===== src/rtl/uart_rx_fifo.sv =====
// Receive FIFO behind the UART receiver: synchronizes the busy flag, pushes rx_data on its
// falling edge, and exposes show-ahead read data, status flags and an interrupt to the CPU bus.
module uart_rx_fifo #(
  parameter int DEPTH       = 8,
  parameter int AW          = 3,
  parameter int SYNC_STAGES = 2
) (
  input  logic          sysclk,
  input  logic          reset,
  input  logic          rx_state,
  input  logic [7:0]    rx_data,
  input  logic          rd_en,
  input  logic          clr_ovf,
  input  logic          irq_en,
  output logic [7:0]    rd_data,
  output logic          empty,
  output logic          full,
  output logic [AW:0]   count,
  output logic          overflow,
  output logic          irq
);

  localparam logic [AW:0] FULL_CNT = (AW+1)'(DEPTH);

  logic [SYNC_STAGES-1:0] sync_q, sync_d;
  logic                   s_prev_q, s_prev_d;
  logic [AW-1:0]          wr_ptr_q, wr_ptr_d;
  logic [AW-1:0]          rd_ptr_q, rd_ptr_d;
  logic [AW:0]            count_q, count_d;
  logic                   overflow_q, overflow_d;
  logic [7:0]             mem_q [DEPTH];

  logic s_sync;
  logic push;
  logic pop;
  logic push_acc;
  logic drop;

  assign s_sync = sync_q[SYNC_STAGES-1];
  assign push   = s_prev_q & ~s_sync;

  assign empty = (count_q == '0);
  assign full  = (count_q == FULL_CNT);
  assign count = count_q;

  assign pop      = rd_en & ~empty;
  // A full FIFO still accepts a byte when a pop frees the head slot in the same cycle.
  assign push_acc = push & (~full | pop);
  assign drop     = push & full & ~pop;

  always_comb begin
    sync_d     = {sync_q[SYNC_STAGES-2:0], rx_state};
    s_prev_d   = s_sync;
    wr_ptr_d   = wr_ptr_q;
    rd_ptr_d   = rd_ptr_q;
    count_d    = count_q;
    overflow_d = overflow_q;

    if (push_acc) wr_ptr_d = wr_ptr_q + AW'(1);
    if (pop)      rd_ptr_d = rd_ptr_q + AW'(1);

    if (push_acc && !pop)      count_d = count_q + (AW+1)'(1);
    else if (pop && !push_acc) count_d = count_q - (AW+1)'(1);

    // Set beats clear so an overrun coinciding with clr_ovf is never lost.
    if (drop)         overflow_d = 1'b1;
    else if (clr_ovf) overflow_d = 1'b0;
  end

  always_ff @(posedge sysclk or negedge reset) begin
    if (!reset) begin
      sync_q     <= '0;
      s_prev_q   <= 1'b0;
      wr_ptr_q   <= '0;
      rd_ptr_q   <= '0;
      count_q    <= '0;
      overflow_q <= 1'b0;
    end else begin
      sync_q     <= sync_d;
      s_prev_q   <= s_prev_d;
      wr_ptr_q   <= wr_ptr_d;
      rd_ptr_q   <= rd_ptr_d;
      count_q    <= count_d;
      overflow_q <= overflow_d;
    end
  end

  // Storage needs no reset: entries are only visible between valid pointers.
  always_ff @(posedge sysclk) begin
    if (push_acc) mem_q[wr_ptr_q] <= rx_data;
  end

  assign rd_data  = empty ? 8'h00 : mem_q[rd_ptr_q];
  assign overflow = overflow_q;
  assign irq      = irq_en & ~empty;

endmodule

===== config.mk =====
export PLATFORM = sky130hd
export DESIGN_NAME = uart_rx_fifo
export DESIGN_NICKNAME = d
export VERILOG_FILES = /design/src/rtl/uart_rx_fifo.sv
export SDC_FILE = /design/constraint.sdc
export NUM_CORES = 1
export LEC_CHECK = 0
export ABC_AREA = 0
export CAP_MARGIN = 20
export CORE_ASPECT_RATIO = 0.75
export CORE_MARGIN = 3
export CORE_UTILIZATION = 51
export DETAILED_ROUTE_END_ITERATION = 8
export PLACE_DENSITY = 0.8
export RECOVER_POWER = 50
export SYNTH_ARGS = -nofsm -noshare
export SYNTH_HDL_FRONTEND = slang
export SYNTH_SLANG_ARGS = --single-unit
export TNS_END_PERCENT = 5

===== constraint.sdc =====
create_clock -name sysclk -period 2.7 [get_ports sysclk]
set_clock_uncertainty 0.2 [all_clocks]
set_input_delay 0.54 -clock sysclk [delete_from_list [all_inputs] [get_ports sysclk]]
set_output_delay 0.54 -clock sysclk [all_outputs]
set_load 0.03 [all_outputs]

==> results.py, run 1 <==
metrics = {
    "detailed_routing": {
        "vias": 1772,
        "drt_wl_total_um": 6410,
        "drtAntennaViolNets": 0,
        "drt_iter0_drc": 145,
        "wl_per_cell_um": 20.5,
        "drc_errors": 0,
        "dr.pass1.iters": 4,
        "vias_per_cell": 5.68,
    },
    "critical_path": {
        "r2r_slack_ps": 20,
        "crit_fanout": 5,
        "path_buf_inv": 2,
        "cpPeakStageDelay_ps": 570,
        "path_cells": "or4_4, buf_4, nand2_2, ha_4, inv_4, ha_4, or4_1, o211ai_1, o211ai_1",
        "slowest_stage": "or4_4",
        "crit_required_ps": 2710,
        "crit_family": "simple AND/OR/NAND/NOR gates",
        "path_class": "flop to flop",
        "worstPathArrival_ps": 2700,
        "worstSetupEndpointType": "flop",
        "critPathLaunchType": "flop",
    },
    "clock_tree": {
        "clock_sinks": 78,
        "cts_root_buffer": "clkbuf_8",
        "hold_buffers": 0,
        "clkTransAtPathRegs_ps": 80,
        "cts_buffers": 9,
        "cts_tree": "built",
        "insertion_delay_ps": 340,
        "h-tree-depth": 3,
        "cts_buffer_depth": 2,
    },
    "synth": {
        "synth_fp_nets": 188,
        "synth_top_area_frac": 0.605,
        "synth_edf_count": 64,
        "synthTopCellsByArea": "edfxtp_1 (61%), mux4_2 (11%), dfrtp_1 (11%), a22o_1 (2.5%), ha_1 (2.0%)",
        "avgSynthCellArea_um2": 18.9,
        "syn-cell-area_mm2": 0.00318,
        "yosys_most_used_dff": "edfxtp_1",
        "ys_types": 34,
        "synthCells": 168,
        "ys_ff_latch": 78,
        "seq_area_frac_synth": 0.716,
        "ys_warn_count": 0,
        "yosys.area.top_type": "edfxtp_1",
        "synthArstFlopShare": 0.179,
    },
    "floorplan": {
        "die_h_um": 74.3,
        "die_w_um": 97.1,
        "core-area_mm2": 0.00592,
        "ioPinCount": 30,
        "core.rowCount": 24,
        "die_area_mm2": 0.00722,
        "initial_core_util": 0.537,
    },
    "timing": {
        "period_share": 0.994,
        "finalWorstSetupSlack_ps": 16.5,
        "rsz0062_at_grt": "true",
        "hold_violations": 0,
        "worstMarginPinSlew_ps": 680,
        "final-max-slew-violation-count": 0,
        "fmax_mhz": 373,
        "slew_headroom": 0.545,
        "finalWorstPathRequiredPeriod_ps": 2680,
        "setup_violations": 0,
        "tns_ps": 0,
    },
    "grt": {
        "grt_usage": 0.193,
        "grt_max_degree": 15,
        "grt_pass1_wl_um": 10100,
        "grt_pass1_vias": 1886,
        "antenna_found_initial": 0,
        "overflow": 0,
    },
    "hold_path": {
        "hp-class": "flop to flop",
    },
    "final_layout": {
        "layout-drive-gt1-share": 0.368,
        "nets": 249,
        "nFillCells": 385,
        "antenna_cells": 0,
        "area_growth_pct": 24.2,
    },
    "power": {
        "ir_drop_v": 0.000475,
        "p_int_uw": 2690,
        "p_sw_frac": 0.358,
        "seq_power_share": 0.378,
        "p_comb_frac": 0.443,
        "power.switching_uw": 1500,
        "power.density_mw_per_mm2": 1060,
        "pwr-share-clk": 0.178,
        "power.leakage_uw": 0.00142,
    },
    "outcome": {
        "status": "finished, final reports clean",
    },
    "placed_design": {
        "pre_cts_ws_ps": -177,
        "io_buffers": 29,
        "place_congestion": 0.770,
        "hpwlAfterDp_um": 4420,
    },
    "flow_run": {
        "max_cap_violations": 0,
    },
}
-- cells in the final DEF (no fill, tap or decap), drive strengths merged, types with 3 or more instances in the layout --
cell type	n
a22o	9
mux2	3
mux4	16
nor3	4
nor2	4
edfxtp	64
buf	38
nand2	4
xnor2	6
nand3	3
ha	5
clkdlybuf4s50	8
inv	6
dfrtp	14
o211ai	4
clkinv	6
dlygate4sd3	10
clkbuf	9
-- cells by family (layout without fill, tap and decap cells) --
group / after synthesis / in the layout / share of synthesized area
fa+ha+maj: 6 / 6 / 0.0260
xor+xnor: 6 / 6 / 0.0165
compound gates: 18 / 18 / 0.0477
flops: 78 / 78 / 0.716
buf+inv: 13 / 79 / 0.0169
mux: 20 / 20 / 0.128
simple gates: 27 / 27 / 0.0489
-- state kept, by name, summed over array words and instances (netlist names) --
name and cells:
mem_q 64, count 4, rd_ptr_q 3, wr_ptr_q 3
sync_q 2, overflow 1, s_prev_q 1
-- final cells by class --
cell class                 count  area (µm²)  share of cell area
timing repair buffer          58         492               0.125
clock buffer                   9         124              0.0314
sequential                    78        2280               0.577
multi-input combinational     77         886               0.225
tap                           78        97.6              0.0247
clock inverter                 7        48.8              0.0124
inverter                       5        21.3             0.00539
-- per-stage QoR --
| stage | instance area, µm² | cells | power, µW | hold slack (ps) | util |
|---|---|---|---|---|---|
| 2_1_floorplan | 3190 | 168 | 2750 | 44.4 | - |
| 3_3_place_gp | 3780 | 295 | 3440 | 136 | 0.639 |
| 3_5_place_dp | 3780 | 295 | 3540 | 140 | 0.639 |
| 4_1_cts | 3970 | 311 | 4260 | 158 | 0.671 |
| 5_1_grt | 3950 | 312 | 4410 | 185 | 0.667 |
| 6_report | 3950 | 312 | 4200 | 159 | 0.667 |
-- final timing paths --
kind                            from        end  cells past startpoint
max reg2reg                 count[1]   count[3]                      9
max in group asynchronous      reset   count[1]                      1
min reg2reg                sync_q[0]  sync_q[1]                      0
min in group asynchronous      reset  sync_q[0]                      1
max                         count[1]   count[3]                      9
min                        sync_q[0]  sync_q[1]                      0
-- Yosys cell counts (2+ instances only) --
master    instances
inv_1             5
nand2_1           4
dfrtp_1          14
nand3_1           3
ha_1              5
buf_1             2
buf_2             4
a22o_1            9
nor3_1            4
nor2_1            4
mux2_2            2
a21oi_1           2
and2_1            2
o211ai_1          4
xnor2_1           6
mux4_2           16
clkbuf_1          2
edfxtp_1         64
-- per-layer routing --
layer  share of wire  routed length (µm)  GRT usage  vias to the layer above
met1            0.43                2740      0.247                      912
met4          0.0086                  55     0.0436                        0
met2            0.51                3270      0.326                       53
li1                -                   -          -                      801
met3           0.054                 349     0.0694                        6
met5               0                   0          0                        -
-- worst reg2reg max path, stage by stage (launching register included) --
cell	delay, ps
dfrtp_2	420
or4_4	570
buf_4	160
nand2_2	90
ha_4	160
inv_4	50
ha_4	230
or4_1	480
o211ai_1	110
o211ai_1	110
-- power by group through the flow --
stage	combinational, µW	clock [µW]	sequential [µW]
floorplan	1110	0	1640
global placement	1850	0	1590
detailed placement	1930	0	1600
CTS	1910	766	1580
global route	1980	820	1600
finish	1860	748	1590
-- timing repair --
item,in CTS,in global routing
setup endpoints to repair,12,10
setup buffers,0,1
resized for setup,32,27
pin swaps,0,2
(Power assumes the default switching activity.)
==> inputs of run 2 (changes only) <==
CELL_PAD_IN_SITES_DETAIL_PLACEMENT = 1   (was not set)
CELL_PAD_IN_SITES_GLOBAL_PLACEMENT = 1   (was not set)
CORE_UTILIZATION = 49   (was 51)
PLACE_DENSITY = 0.84   (was 0.8)
clock period = 2.6 ns   (was 2.7 ns; I/O delays follow)
==> run 2 against run 1 <==
  * The flow now finishes with violations (negative setup slack)
  * Final cell count up 0.96%
  * Clock power up 15%
  * Setup slack worse by 200 ps
  * Sequential share of layout area down 1.1 points
  * Sequential power up 4%
==> results.py, run 2 (synthesis gave the netlist of run 1 again) <==
metrics = {
    "outcome": {
        "status": "finished, violations left",
        "violations": "negative setup slack",
    },
    "critical_path": {
        "r2r_slack_ps": -130,
        "path_class": "flop to output pin",
        "r2r-end": "count[3]",
        "reg2reg_depth": 9,
        "cpPeakStageDelay_ps": 570,
        "path_cells": "or4_4, and2_4, a22o_1, clkdlybuf4s15_2",
        "crit-reg2reg-launch": "count[1]",
        "worstPathArrival_ps": 2060,
        "critPathLaunchType": "flop",
        "crit_fanout": 8,
        "crit_required_ps": 1880,
        "slowest_stage": "or4_4",
        "worstSetupEndpointType": "output pin",
    },
    "grt": {
        "grt_pass1_wl_um": 11200,
        "grt_max_degree": 18,
        "top_usage_layer": "met2",
        "grt_pass1_vias": 1977,
        "antenna_found_initial": 0,
        "overflow": 0,
        "grt_usage": 0.212,
        "grt_use_met1": 0.267,
        "grt_util_met2": 0.357,
        "met3_usage": 0.0714,
    },
    "timing": {
        "rsz0062_at_grt": "true",
        "fmax_mhz": 360,
        "final-max-slew-violation-count": 0,
        "slew_headroom": 0.583,
        "finalWorstPathRequiredPeriod_ps": 2780,
        "period_share": 1.07,
        "hold_violations": 0,
        "worstMarginPinSlew_ps": 624,
        "setup_violations": 10,
        "hold_slack_ps": 156,
        "finalWorstSetupSlack_ps": -181,
    },
    "placed_design": {
        "pre_cts_ws_ps": -311,
        "io_buffers": 29,
        "place_congestion": 0.793,
        "hpwlAfterDp_um": 5290,
    },
    "final_layout": {
        "nets": 252,
        "largest_reg_flops": 64,
        "utilization": 0.666,
        "final_common_cell": "edfxtp_1",
        "nFillCells": 521,
        "antenna_cells": 0,
        "top_register": "mem_q",
        "layout_common_cells": "edfxtp_1 (64), buf_4 (31), mux4_2 (16)",
        "area_growth_pct": 26.6,
        "layout-drive-gt1-share": 0.392,
    },
    "hold_path": {
        "hp-class": "flop to flop",
        "hold_end": "sync_q[1]",
        "hold_depth": 0,
        "worstHoldStart": "sync_q[0]",
    },
    "clock_tree": {
        "cts_tree": "built",
        "clock_sinks": 78,
        "insertion_delay_ps": 340,
        "cts_root_buffer": "clkbuf_8",
        "clkTransAtPathRegs_ps": 80,
        "cts_buffer_depth": 2,
        "cts_buffers": 9,
        "h-tree-depth": 3,
    },
    "flow_run": {
        "max_cap_violations": 0,
    },
    "detailed_routing": {
        "dr.pass1.iters": 4,
        "drt_wl_total_um": 7440,
        "wl_per_cell_um": 23.6,
        "drtAntennaViolNets": 0,
        "drc_errors": 0,
        "vias_per_cell": 5.86,
        "drt_iter0_drc": 124,
        "vias": 1846,
    },
    "power": {
        "power.density_mw_per_mm2": 1140,
        "ir_drop_v": 0.000571,
        "power.leakage_uw": 0.00144,
    },
    "floorplan": {
        "initial_core_util": 0.526,
        "die_w_um": 99.0,
        "die_area_mm2": 0.00749,
        "ioPinCount": 30,
        "core-area_mm2": 0.00604,
        "die_h_um": 75.7,
        "core.rowCount": 24,
    },
}
-- run 2: critical path: cells and delay by family (launching register included) --
| family | cells | cell delay (ps) |
|---|---|---|
| DFF | 1 | 420 |
| AOI/OAI and AO/OA | 1 | 210 |
| buffers and inverters | 1 | 280 |
| and+or+nand+nor | 2 | 800 |
-- run 2: timing repair --
action / in CTS / in global routing
cloned: 0 / 0
buffers inserted: 1 / 2
pin swaps: 4 / 8
setup endpoints to repair: 13 / 12
hold buffers: 0 / 0
resized for setup: 30 / 20
-- run 2: routing by layer --
metal	wire, µm	vias to the layer above
met4	153	0
met5	0	-
li1	-	805
met3	406	13
met2	3790	63
met1	3090	965
-- run 2: layout make-up --
class,instances,area (µm²),share of cell area
tap,78,97.6,0.0243
clock buffer,9,124,0.0308
inverter,5,18.8,0.00467
clock inverter,7,65.1,0.0162
multi-input combinational,77,913,0.227
sequential,78,2280,0.566
timing repair buffer,61,526,0.131
-- run 2: how the worst max path moves through the flow --
| stage | from | endpoint | depth (start not counted) |
|---|---|---|---|
| 2_1_floorplan | count[1] | count[3] | 10 |
| 3_3_place_gp | count[1] | rd_data[1] | 4 |
| 3_5_place_dp | rd_en | count[3] | 9 |
| 4_1_cts | count[1] | rd_data[4] | 4 |
| 5_1_grt | count[2] | rd_data[0] | 5 |
| 6_report | count[2] | rd_data[3] | 4 |
-- run 2: through the flow --
| step | total power [µW] | TNS (ps) | area [µm²] | instances |
|---|---|---|---|---|
| global route | 4810 | -1770 | 4020 | 315 |
| global placement | 3540 | -1490 | 3770 | 296 |
| finish | 4570 | -1150 | 4020 | 315 |
| detailed placement | 3680 | -2030 | 3770 | 296 |
| floorplan | 2860 | -477 | 3190 | 168 |
| CTS | 4560 | -1850 | 4000 | 313 |
-- run 2: report_power, final --
part	switching (µW)	internal, µW
logic	1070	998
registers	130	1520
clock network	423	434
total	1620	2950
